$ cat src/rtl/pri_arb_rr.sv
// N-way arbiter, fixed-priority or round-robin, one registered grant held until ack.
// Grant latency is 1 cycle; the grant holds while ack=0, and ack=1 with requests pending gives back-to-back grants.
module pri_arb_rr #(
  parameter int N       = 8,
  parameter int RR_MODE = 0,
  parameter int IW      = $clog2(N)
) (
  input  logic          clk,
  input  logic          rst,
  input  logic [N-1:0]  req,
  input  logic          ack,
  output logic          valid,
  output logic [IW-1:0] index,
  output logic [N-1:0]  gnt
);

  typedef enum logic {IDLE, GRANT} state_t;

  state_t        state, state_nx;
  logic [IW-1:0] idx_q, idx_nx;
  logic [IW-1:0] ptr, ptr_nx;
  logic [IW-1:0] base;
  logic [IW-1:0] win;
  logic [IW-1:0] cidx;
  logic          accept, arb;
  int            c;

  // Scan lowest priority first so the highest-priority hit is the last one written.
  // Fixed mode is a round-robin scan anchored permanently at N-1.
  always_comb begin
    win  = '0;
    c    = 0;
    cidx = '0;
    for (int i = N - 1; i >= 0; i--) begin
      c = int'(base) - i;
      if (c < 0) c = c + N;
      cidx = IW'(c);
      if (req[cidx]) win = cidx;
    end
  end

  always_comb begin
    accept   = (state == GRANT) && ack;
    arb      = (state == IDLE) || ack;
    ptr_nx   = ptr;
    state_nx = state;
    idx_nx   = idx_q;
    if (RR_MODE != 0 && accept)
      ptr_nx = (idx_q == '0) ? IW'(N - 1) : idx_q - IW'(1);
    base = (RR_MODE != 0) ? ptr_nx : IW'(N - 1);
    if (arb) begin
      if (|req) begin
        state_nx = GRANT;
        idx_nx   = win;
      end else begin
        state_nx = IDLE;
        idx_nx   = '0;
      end
    end
  end

  always_ff @(posedge clk) begin
    if (rst) begin
      state <= IDLE;
      idx_q <= '0;
      ptr   <= IW'(N - 1);
    end else begin
      state <= state_nx;
      idx_q <= idx_nx;
      ptr   <= ptr_nx;
    end
  end

  assign valid = (state == GRANT);
  assign index = idx_q;
  assign gnt   = valid ? (N'(1) << idx_q) : '0;

endmodule

$ cat config.mk
export PLATFORM = sky130hd
export DESIGN_NAME = pri_arb_rr
export DESIGN_NICKNAME = d
export VERILOG_FILES = /design/src/rtl/pri_arb_rr.sv
export SDC_FILE = /design/constraint.sdc
export NUM_CORES = 1
export LEC_CHECK = 0
export ABC_AREA = 0
export BUFFER_PORTS_ARGS = -buffer_cell sky130_fd_sc_hd__clkbuf_2
export CAP_MARGIN = 20
export CORE_AREA = 5 5 42 44
export CTS_BUF_LIST = sky130_fd_sc_hd__clkbuf_4 sky130_fd_sc_hd__clkbuf_8 sky130_fd_sc_hd__clkbuf_16
export DETAILED_ROUTE_END_ITERATION = 6
export DIE_AREA = 0 0 47 49
export GPL_TIMING_DRIVEN = 0
export PLACE_DENSITY_LB_ADDON = 0.15
export SLEW_MARGIN = 20
export SYNTH_ARGS = -nofsm -noshare
export SYNTH_HDL_FRONTEND = slang
export SYNTH_SLANG_ARGS = --single-unit
$ cat constraint.sdc
create_clock -name clk -period 1.2 [get_ports clk]
set_clock_uncertainty 0.05 [all_clocks]
set_input_delay 0.18 -clock clk [delete_from_list [all_inputs] [get_ports clk]]
set_output_delay 0.18 -clock clk [all_outputs]
set_load 0.02 [all_outputs]
## Word level (Yosys, flattened, before mapping)

Cells that the tools add are included.

- Bits in registers: 4
- Input bits: 11
- Logic and storage cells: 16

- Shifts and indexed selects: 1
- Mux-type cells: 10
- Bitwise logic cells: 1
- Reduce and logical (&&, ||, !) cells: 2

Operators with widths:

| kind | count |
|---|---|
| 3-bit two-way mux | 5 |
| 8-bit two-way mux | 1 |
| 8-bit OR reduction | 1 |
| 1-bit by 3-bit left shift with 8-bit output (first input constant) | 1 |
| 2-bit two-way mux | 2 |
| 1-bit two-way mux | 2 |
| 1-bit logical OR | 1 |
| 1-bit NOT | 1 |

## Longest topological paths before layout

Gate-level depths: netlist of the first run.

- Depth after elaboration: 8
- Gate-level depth with buffers: 4
- Depth with buffers taken out: 4

## Least setup slack after synthesis of the first run

OpenSTA, ideal clock, no wires.

- Kind: flip-flop to output port
- Start point: reg state, in the netlist valid
- End point: out gnt[1]
- Arrival: 1.084 ns
- Data required time: 0.970 ns
- Path slack: -0.114 ns
- Stages on the path, launching flop included: 3
- Buffers on the path: 0
- Cells stage by stage: dfxtp_1 > nand2_1 > nor3_1

- Longest elaborated chain between the ends: 1

RTL lines:

| what | line | RTL |
|---|---|---|
| start, declared | 19 | `state_t state, state_nx;` |
| start signal, assigned | 68 | `state <= state_nx;` |
| 8-bit two-way mux | 76 | `assign gnt = valid ? (N'(1) << idx_q) : '0;` |
| end, declared | 14 | `output logic [N-1:0] gnt` |

Every way passes these cells.

## Final worst setup path of the first run

- Start point: reg idx_q[0], in the netlist index[0]
- End point: out gnt[0]

- Longest elaborated chain between the ends: 2

RTL lines:

| what | line | RTL |
|---|---|---|
| start, declared | 20 | `logic [IW-1:0] idx_q, idx_nx;` |
| start signal, assigned | 69 | `idx_q <= idx_nx;` |
| 1-bit by 3-bit left shift with 8-bit output | 76 |  |
| 8-bit two-way mux | 76 |  |

Every way passes these cells.

==> results of run 1 <==
==> cell families (layout without fill, tap and decap cells) <==
kind of cell	after synthesis	in the layout	synth area share
buffers and inverters	3	29	0.0421
and+or+nand+nor	22	22	0.467
DFF	4	4	0.299
AOI/OAI and AO/OA	8	8	0.192
==> metrics by stage <==
stage	hold WS, ns	setup WS (ns)	utilization	TNS, ns	power, mW
5_1_grt	0.0984	-0.0759	0.380	-0.450	0.523
2_1_floorplan	0.199	0.0237	-	0	0.224
6_report	0.0962	-0.0257	0.380	-0.0827	0.483
3_5_place_dp	0.349	0.0715	0.291	0	0.281
3_3_place_gp	0.354	0.0650	0.291	0	0.281
4_1_cts	0.0903	-0.0442	0.341	-0.271	0.469
==> final cells by class <==
type | count | share of cell area
Timing Repair Buffer | 23 | 0.286
Multi-Input combinational cell | 30 | 0.439
Inverter | 3 | 0.0211
Sequential cell | 4 | 0.174
Clock buffer | 3 | 0.0423
Tap cell | 16 | 0.0376
==> metal layers <==
layer	global-route usage	vias to the layer above
met3	0.0554	0
li1	-	184
met1	0.0722	156
met2	0.136	18
met4	0.0276	0
met5	0	-
==> sequential cells by signal (all words and copies together) (netlist names) <==
register,flops
index,3
valid,1
==> power groups by stage <==
stage	clock, mW	sequential [mW]	combinational [mW]
after floorplan	0	0.171	0.0535
after global placement	0	0.161	0.120
after detailed placement	0	0.160	0.120
after CTS	0.175	0.163	0.132
after global routing	0.192	0.169	0.162
final	0.168	0.166	0.148
==> cells in the final DEF, fill, tap and decap left out, types with 2 or more instances in the layout <==
cell type / instances
clkbuf_2: 14
buf_4: 5
nor2_1: 4
buf_6: 4
nand2b_4: 3
nor2_2: 3
nor3_1: 3
inv_1: 3
a21oi_1: 3
clkbuf_4: 3
dfxtp_4: 3
nor3_2: 2
==> repair_timing <==
| item | CTS | global route |
|---|---|---|
| buffers inserted | 1 | 0 |
| resized for setup | 15 | 23 |
| cloned | 0 | 0 |
| setup endpoints to repair | 8 | 8 |
| pin swaps | 1 | 1 |
==> worst min-delay path by stage <==
stage / startpoint / endpoint / cells after the start
final: rst / index[2] / 2
after global placement: rst / valid / 2
after global routing: rst / valid / 2
after CTS: rst / valid / 2
after floorplan: rst / valid / 1
after detailed placement: rst / valid / 2
==> metrics.txt, run 1 <==
status=finished with violations; failing checks=setup timing; max-capacitance violation count=0; Post-Route M1 WL=between 200 and 300 microns; internal power=324 uW; initial antenna violation count=0; gr ovfl total=0; NetSw=159 uW; hold_buf cts=0; setup ws final=-0.0257 ns; Synth top cells by count=8 x nor2_1, 5 x nor3_1, 4 x dfxtp_1, 4 x nand2b_1; final WL=roughly 910 microns; Yosys cell types=14; Syn Area/Cell=just over 7 sq um; Worst Hold Class=in2reg; Critical Path Stages=3; Worst Path Class, Setup=reg2out; die extent in y=between 40 and 50 microns; Clock Latency Late Sink=about 0.23 ns; Yosys reg bits=4; Starting DRT DRC Count=2; wire length on met2=about 520 microns; largest net degree at the start of global routing=8; Hold Vio Cnt, Final=0; Top-Level Pins=23; Setup Viol. Count Final=5; main flop type after synthesis=dfxtp_1; die width=47 microns; number of global-route vias before repair=~340; RSZ-0062 raised after global routing=yes; CTS tree=built; filler instances=157; area of the core=about 0.0014 sq mm; cells along the critical path=nand2b_4 > nor3_2 > buf_4; Area after DPL=408 sq um; CTS H-Tree Depth=1; Routed wire per std cell=11.5 microns; reg2reg end=index[2]; CP Launch Type=flip-flop; CP endpoint=gnt[0]; FMAX=816 MHz; placer's final routability congestion estimate=0.637; uppermost layer routed=met3; WL met3=approximately 83 microns; Post-route DRC=0; flop2flop setup slack=approximately 0.15 ns; Slew HR=0.813; most numerous cell in the Yosys netlist=nor2_1; Synth warnings=0; area grow syn2layout=99.1%; Seq/Total Area, Yosys=0.299; Required @ worst endpoint=0.97 ns; Die Area=0.00230 sq mm; clock buffer depth=2; Routed Antenna Nets=0; CP Capture Type=output port; switching share of power=0.329; Synth area leader=dfxtp_1; share of flip-flops with an asynchronous set or reset=0; EDFF count, synth=0; Post-Synthesis Cells=37; DR pass1 iterations=4; Site Rows=14; multi-input logic area=234 sq um; sequential fraction of design power=0.344; Reg area=92.6 sq um; Syn Nets=48; first-pass GRT wire length=1300 microns; maximum vdd drop=617 uV; Sink Count=4; Vias/cell=4.53; worst reg2reg path startpoint=valid; R2R depth=4; Mapped Area=around 270 sq um; routed via count=358; port buffer count=22; Synth top area share=0.299; crit path time final=around 1.2 ns; Tot GR Track Use=0.0802; Initial Util=0.191; Slew @ Worst Pin=0.279 ns; CP Launch Point=index[0]; Combinational Power Share=0.307; Final #Nets=76; worst path arrival time=1.00 ns; fin area=533 sq um; share of layout cells above drive strength 1=0.683; delay of the slowest critical-path stage=0.33 ns; fin crit share=1.02; buffers and inverters on the worst path=1; pwr dens=approximately 910 mW/mm^2; CTS clk-pin slew, worst paths=0.04 ns; fin. max-slew vios=0; Max Fanout on Critical Path=4; CTS Root Cell=clkbuf_4; hpwl dp=704 microns; Final Non-Filler Cells=79; delay-heaviest family, CP=flip-flops; clock network power share=0.348; Area contributors post-synth=dfxtp_1 30%, nor2_1 11%, nand2b_1 9.3%; leak pwr=0.251 nW; # diodes=0; crit path max-delay cell type=dfxtp_2; Placed Cells=between 70 and 80; number of CTS-inserted buffers=3
(Power assumes the default switching activity.)
==> inputs of run 2 (changes only) <==
--- a/config.mk
+++ b/config.mk
@@ -14,6 +14,7 @@
 export DIE_AREA = 0 0 47 49
 export GPL_TIMING_DRIVEN = 0
 export PLACE_DENSITY_LB_ADDON = 0.15
+export SETUP_SLACK_MARGIN = 0.4
 export SLEW_MARGIN = 20
 export SYNTH_ARGS = -nofsm -noshare
 export SYNTH_HDL_FRONTEND = slang
==> constraint.sdc (replaced) <==
create_clock -name clk -period 1.6 [get_ports clk]
set_clock_uncertainty 0.05 [all_clocks]
set_input_delay 0.24 -clock clk [delete_from_list [all_inputs] [get_ports clk]]
set_output_delay 0.24 -clock clk [all_outputs]
set_load 0.02 [all_outputs]
==> run 2 against run 1 <==
The run now ends clean. Critical endpoint unchanged. Non-clock buffer count did not move. Register-to-register slack improved by 0.40 ns. Sequential power fell by 25%. Sequential share of layout area rose by 0.77 points. Cell area fell by 4.2%. Largest power group unchanged.
==> metrics.txt, run 2 (synthesis results as in run 1) <==
status=complete, no violations (was finished with violations); routed via count=358 (unchanged); Required @ worst endpoint=1.31 ns (was 0.97 ns); CTS clk-pin slew, worst paths=0.04 ns (about the same); crit path time final=1.28 ns; Die Area=0.00230 sq mm (unchanged); Reg area=92.6 sq um (unchanged); die width=47 microns (unchanged); Sink Count=4 (unchanged); crit path max-delay cell type=dfxtp_2 (unchanged); Worst Hold Slack=0.156 ns (was 0.0962 ns); pwr dens=699 mW/mm^2 (was 906 mW/mm^2); Post-Route Setup TNS=0 ns (was -0.0827 ns); FMAX=778 MHz; Critical Path Stages=3 (unchanged); clock buffer depth=2 (unchanged); multi-input logic area=226 sq um (was 234 sq um); delay of the slowest critical-path stage=0.33 ns (about the same); gr ovfl total=0 (unchanged); fin. max-slew vios=0 (unchanged); Final #Nets=76 (unchanged); total power=357 uW (was 483 uW); Final Util=0.364 (was 0.380); Worst Path Class, Setup=reg2out (unchanged); Hold Vio Cnt, Final=0 (unchanged); area grow syn2layout=90.7% (was 99.1%); max reg flops=3 (unchanged); Vias/cell=4.53 (unchanged); Final Non-Filler Cells=79 (unchanged); CP Capture Type=output port (unchanged); Slew HR=0.813 (unchanged); RSZ-0062 raised after global routing=yes (unchanged); Top-Level Pins=23 (unchanged); buffers and inverters on the worst path=1 (unchanged); switching share of power=0.327 (was 0.329); Routed Antenna Nets=0 (unchanged); hpwl dp=704 microns (unchanged); final WL=881 microns (was 907 microns); worst path arrival time=0.99 ns (was 1.00 ns); fin crit share=0.803; first-pass GRT wire length=1300 microns (unchanged); clock network power share=0.354 (was 0.348); Clock Latency Late Sink=0.23 ns (about the same); placer's final routability congestion estimate=0.637 (unchanged); share of layout cells above drive strength 1=0.667 (was 0.683); area of the core=0.00140 sq mm (unchanged); Combinational Power Share=0.298 (was 0.307); max-capacitance violation count=0 (unchanged); cells along the critical path=nand2b_4 > nor3_2 > buf_4 (unchanged); internal power=240 uW (was 324 uW); worst reg2reg path startpoint=valid (unchanged); filler instances=154 (was 157); setup ws final=0.315 ns (was -0.0257 ns); pre-CTS setup slack=0.412 ns (was 0.0715 ns); flop2flop setup slack=0.55 ns (was 0.15 ns); Slew @ Worst Pin=0.279 ns (unchanged); CP Launch Type=flip-flop (unchanged); DR pass1 iterations=4 (unchanged); fin area=510 sq um (was 533 sq um); die extent in y=49 microns (unchanged); CTS H-Tree Depth=1 (unchanged); largest net degree at the start of global routing=8 (unchanged); CTS tree=built (unchanged); number of CTS-inserted buffers=3 (unchanged); Routed wire per std cell=11.2 microns (was 11.5 microns); leak pwr=0.247 nW (was 0.251 nW); most frequent cells in the layout=13 x clkbuf_2, 9 x buf_4, 4 x nor2_2, 4 x nor2_1 (was 14 x clkbuf_2, 5 x buf_4, 4 x nor2_1, 4 x buf_6); maximum vdd drop=462 uV (was 617 uV); Post-route DRC=0 (unchanged); R2R depth=4 (unchanged); Setup Viol. Count Final=0 (was 5); # diodes=0 (unchanged); Tot GR Track Use=0.0802 (unchanged); worst hold path cell count=2 (unchanged); Worst Hold Class=in2reg (unchanged); HP Start=rst (unchanged); Starting DRT DRC Count=2 (unchanged); port buffer count=22 (unchanged); Hold Path End=index[2] (unchanged); Initial Util=0.191 (unchanged); Max Fanout on Critical Path=4 (unchanged); NetSw=116 uW (was 159 uW); hold_buf cts=0 (unchanged); Area after DPL=408 sq um (unchanged); Placed Cells=75 (unchanged); commonest non-fill, non-tap cell in the layout=clkbuf_2 (unchanged); initial antenna violation count=0 (unchanged); number of global-route vias before repair=338 (unchanged); delay-heaviest family, CP=flip-flops (unchanged); CTS Root Cell=clkbuf_4 (unchanged); sequential fraction of design power=0.348 (was 0.344); Site Rows=14 (unchanged); reg2reg end=index[2] (unchanged)
## run 2: layout make-up
cell class,instances,share of cell area
Clock buffer,3,0.0441
Inverter,3,0.0221
Multi-Input combinational cell,30,0.444
Sequential cell,4,0.181
Tap cell,16,0.0392
Timing Repair Buffer,23,0.270
## run 2: per-layer routing
| metal | global-route usage | vias to the layer above | part of all wire |
|---|---|---|---|
| met5 | 0 | - | 0 |
| met4 | 0.0276 | 0 | 0 |
| met3 | 0.0554 | 0 | 0.096 |
| met2 | 0.136 | 18 | 0.56 |
| met1 | 0.0722 | 156 | 0.35 |
| li1 | - | 184 | - |
## run 2: worst reg2reg max path, cell delays in order, from the launching register on
cell and delay (ns):
dfxtp_4 0.35, buf_4 0.14, nand2b_1 0.17, nor2_1 0.06, a211oi_1 0.19
## run 2: power groups by stage
| stage | clock network (mW) | logic, mW | registers (mW) |
|---|---|---|---|
| final | 0.126 | 0.106 | 0.124 |
| after floorplan | 0 | 0.0401 | 0.128 |
| after global routing | 0.144 | 0.116 | 0.126 |
| after CTS | 0.131 | 0.0989 | 0.122 |
| after global placement | 0 | 0.0903 | 0.121 |
| after detailed placement | 0 | 0.0901 | 0.120 |
## run 2: repair_timing
item,in CTS,in global routing
hold endpoints to repair,0,0
endpoints found under the setup margin,10,9
pin swaps,1,1
setup buffers,1,0
resized for setup,15,18
cloned,0,0
## run 2: how the worst max path moves through the flow
| stage | startpoint | end | slack (ns) |
|---|---|---|---|
| floorplan | index[1] | gnt[7] | 0.36 |
| global placement | req[4] | index[0] | 0.41 |
| detailed placement | req[4] | index[0] | 0.41 |
| CTS | index[1] | gnt[4] | 0.30 |
| global route | index[0] | gnt[2] | 0.27 |
| finish | index[0] | gnt[0] | 0.32 |
==> inputs of run 3 (changes only) <==
--- a/config.mk
+++ b/config.mk
@@ -5,7 +5,7 @@
 export SDC_FILE = /design/constraint.sdc
 export NUM_CORES = 1
 export LEC_CHECK = 0
-export ABC_AREA = 0
+export ABC_AREA = 1
 export BUFFER_PORTS_ARGS = -buffer_cell sky130_fd_sc_hd__clkbuf_2
 export CAP_MARGIN = 20
 export CORE_AREA = 5 5 42 44
==> constraint.sdc (replaced) <==
create_clock -name clk -period 1.2 [get_ports clk]
set_clock_uncertainty 0.05 [all_clocks]
set_input_delay 0.18 -clock clk [delete_from_list [all_inputs] [get_ports clk]]
set_output_delay 0.18 -clock clk [all_outputs]
set_load 0.02 [all_outputs]
==> run 3 against run 2 <==
The run now ends with setup timing left. Via count rose by 9.5%. Cell count rose by 19%. Largest power group is now combinational cells. First-iteration DRC count did not move. Area after synthesis rose by 3.7%. Total power rose by 62%.
==> metrics.txt, run 3 <==
setup ws final=-0.171 ns (was 0.315 ns); fin. max-slew vios=0 (unchanged); Final #Nets=90 (was 76); Setup Viol. Count Final=8 (was 0); Worst Hold Class=in2reg (unchanged); hold_buf cts=0 (unchanged); status=finished with violations (was complete, no violations); FMAX=729 MHz; clock buffer depth=2 (unchanged); # diodes=0 (unchanged); flop2flop setup slack=0.21 ns (was 0.55 ns); Syn Nets=60 (was 48); Post-Synthesis Cells=49 (was 37); Post-route DRC=0 (unchanged); CTS clk-pin slew, worst paths=0.04 ns (about the same); fin crit share=1.14; Area after DPL=493 sq um (was 408 sq um); CTS Root Cell=clkbuf_4 (unchanged); RSZ-0062 raised after global routing=yes (unchanged); Synth area leader=dfxtp_1 (unchanged); share of flip-flops with an asynchronous set or reset=0 (unchanged); EDFF count, synth=0 (unchanged); number of CTS-inserted buffers=3 (unchanged); CTS tree=built (unchanged); crit path time final=1.37 ns; gr ovfl total=0 (unchanged); Slew HR=0.841 (was 0.813); Seq/Total Area, Yosys=0.288 (was 0.299); Yosys cell types=14 (unchanged); Starting DRT DRC Count=2 (unchanged); CTS H-Tree Depth=1 (unchanged); CP Capture Type=output port (unchanged); pwr dens=828 mW/mm^2 (was 699 mW/mm^2); Required @ worst endpoint=0.97 ns (was 1.31 ns); Routed wire per std cell=9.00 microns (was 11.2 microns); Max Fanout on Critical Path=4 (unchanged); Synth top area share=0.288 (was 0.299); Syn Area/Cell=5.67 sq um (was 7.24 sq um); Area contributors post-synth=dfxtp_1 29%, nand2_1 20%, inv_1 12% (was dfxtp_1 30%, nor2_1 11%, nand2b_1 9.3%); worst path arrival time=1.14 ns (was 0.99 ns); placer's final routability congestion estimate=0.707 (was 0.637); final WL=846 microns (was 881 microns); Vias/cell=4.17 (was 4.53); Site Rows=14 (unchanged); die extent in y=49 microns (unchanged); CP Launch Type=flip-flop (unchanged); Sink Count=4 (unchanged); port buffer count=22 (unchanged); Initial Util=0.198 (was 0.191); leak pwr=0.324 nW (was 0.247 nW); Clock Latency Late Sink=0.24 ns (was 0.23 ns); area of the core=0.00140 sq mm (unchanged); max-capacitance violation count=0 (unchanged); Tot GR Track Use=0.0880 (was 0.0802); Synth warnings=0 (unchanged); max reg flops=3 (unchanged); failing checks=setup timing; filler instances=141 (was 154); Mapped Area=278 sq um (was 268 sq um); routed via count=392 (was 358); Synth top cells by count=15 x nand2_1, 9 x inv_1, 9 x nor2_1, 4 x dfxtp_1 (was 8 x nor2_1, 5 x nor3_1, 4 x dfxtp_1, 4 x nand2b_1); Routed Antenna Nets=0 (unchanged); Top-Level Pins=23 (unchanged); hpwl dp=658 microns (was 704 microns); first-pass GRT wire length=1430 microns (was 1300 microns); most frequent cells in the layout=10 x clkbuf_2, 9 x nor2_4, 9 x nand2_1 (was 13 x clkbuf_2, 9 x buf_4, 4 x nor2_2, 4 x nor2_1); Hold Vio Cnt, Final=0 (unchanged); area grow syn2layout=152% (was 90.7%); Worst Hold Slack=0.100 ns (was 0.156 ns); die width=47 microns (unchanged); most numerous cell in the Yosys netlist=nand2_1 (was nor2_1); largest net degree at the start of global routing=6 (was 8); Slew @ Worst Pin=0.237 ns (was 0.279 ns); maximum vdd drop=346 uV (was 462 uV); share of layout cells above drive strength 1=0.718 (was 0.667); number of global-route vias before repair=386 (was 338); fin area=699 sq um (was 510 sq um); Yosys reg bits=4 (unchanged); main flop type after synthesis=dfxtp_1 (unchanged); Die Area=0.00230 sq mm (unchanged); DR pass1 iterations=2 (was 4); commonest non-fill, non-tap cell in the layout=clkbuf_2 (unchanged); initial antenna violation count=0 (unchanged); Worst Path Class, Setup=reg2out (unchanged); Final Util=0.499 (was 0.364)
run 3: cell count changes in the layout (fill, tap and decap cells not counted), moves of 5 or more:
| cell | before | now |
|---|---|---|
| nor2_4 | 0 | 9 |
| clkbuf_8 | 0 | 6 |
| nand2_2 | 0 | 5 |
| nand2_1 | 2 | 9 |
| buf_4 | 9 | 2 |
| buf_8 | 0 | 6 |
run 3: timing repair:
| action | 4_1_cts | 5_1_grt |
|---|---|---|
| pin swaps | 3 | 8 |
| setup endpoints to repair | 16 | 16 |
| buffers inserted | 2 | 1 |
| gates resized for setup | 32 | 11 |
run 3: where the power goes:
group	internal [mW]	switching (mW)	leakage, nW
registers	0.142	0.0149	0.0354
clock network	0.148	0.0622	0.0184
logic	0.101	0.111	0.270
total	0.391	0.188	0.324
run 3: kinds of logic (layout without fill, tap and decap cells):
logic type | count (synthesis) | count (layout) | synth area share
and+or+nand+nor | 29 | 29 | 0.450
buffers and inverters | 11 | 40 | 0.149
AOI/OAI and AO/OA | 5 | 5 | 0.113
DFF | 4 | 4 | 0.288
run 3: worst max-delay path, stage by stage, from the launching register on:
cell and delay [ns]:
dfxtp_4 0.35, inv_4 0.03, or2_4 0.27, nor2_4 0.13, buf_8 0.11
run 3: cell type report:
cell class / count / area [sq um] / area share
Inverter: 11 / 46.3 / 0.0662
Timing Repair Buffer: 25 / 249 / 0.356
Clock buffer: 4 / 30.0 / 0.0429
Multi-Input combinational cell: 34 / 259 / 0.370
Tap cell: 16 / 20.0 / 0.0286
Sequential cell: 4 / 95.1 / 0.136
run 3: path summary, 6_finish.rpt:
kind / start / cells after the start / to
worst max-delay path: valid / 4 / gnt[0]
worst min-delay path: rst / 2 / index[0]
worst max register to register: valid / 6 / index[2]
worst min register to register: index[1] / 2 / index[1]
run 3: per-layer routing:
metal  up-vias  track usage  wire length, microns
li1        209            -                     -
met1       165       0.0833                   283
met2        15        0.136                   457
met3         3       0.0332                    85
met4         0       0.0829                    21
met5         -            0                     0
run 3: through the flow:
stage,TNS (ns),power [mW],worst slack (ns),std cells
floorplan,0,0.264,0.101,49
CTS,-0.969,0.568,-0.182,93
global route,-1.30,0.610,-0.226,94
finish,-0.886,0.579,-0.171,94
global placement,0,0.311,0.0408,87
detailed placement,0,0.312,0.0400,87
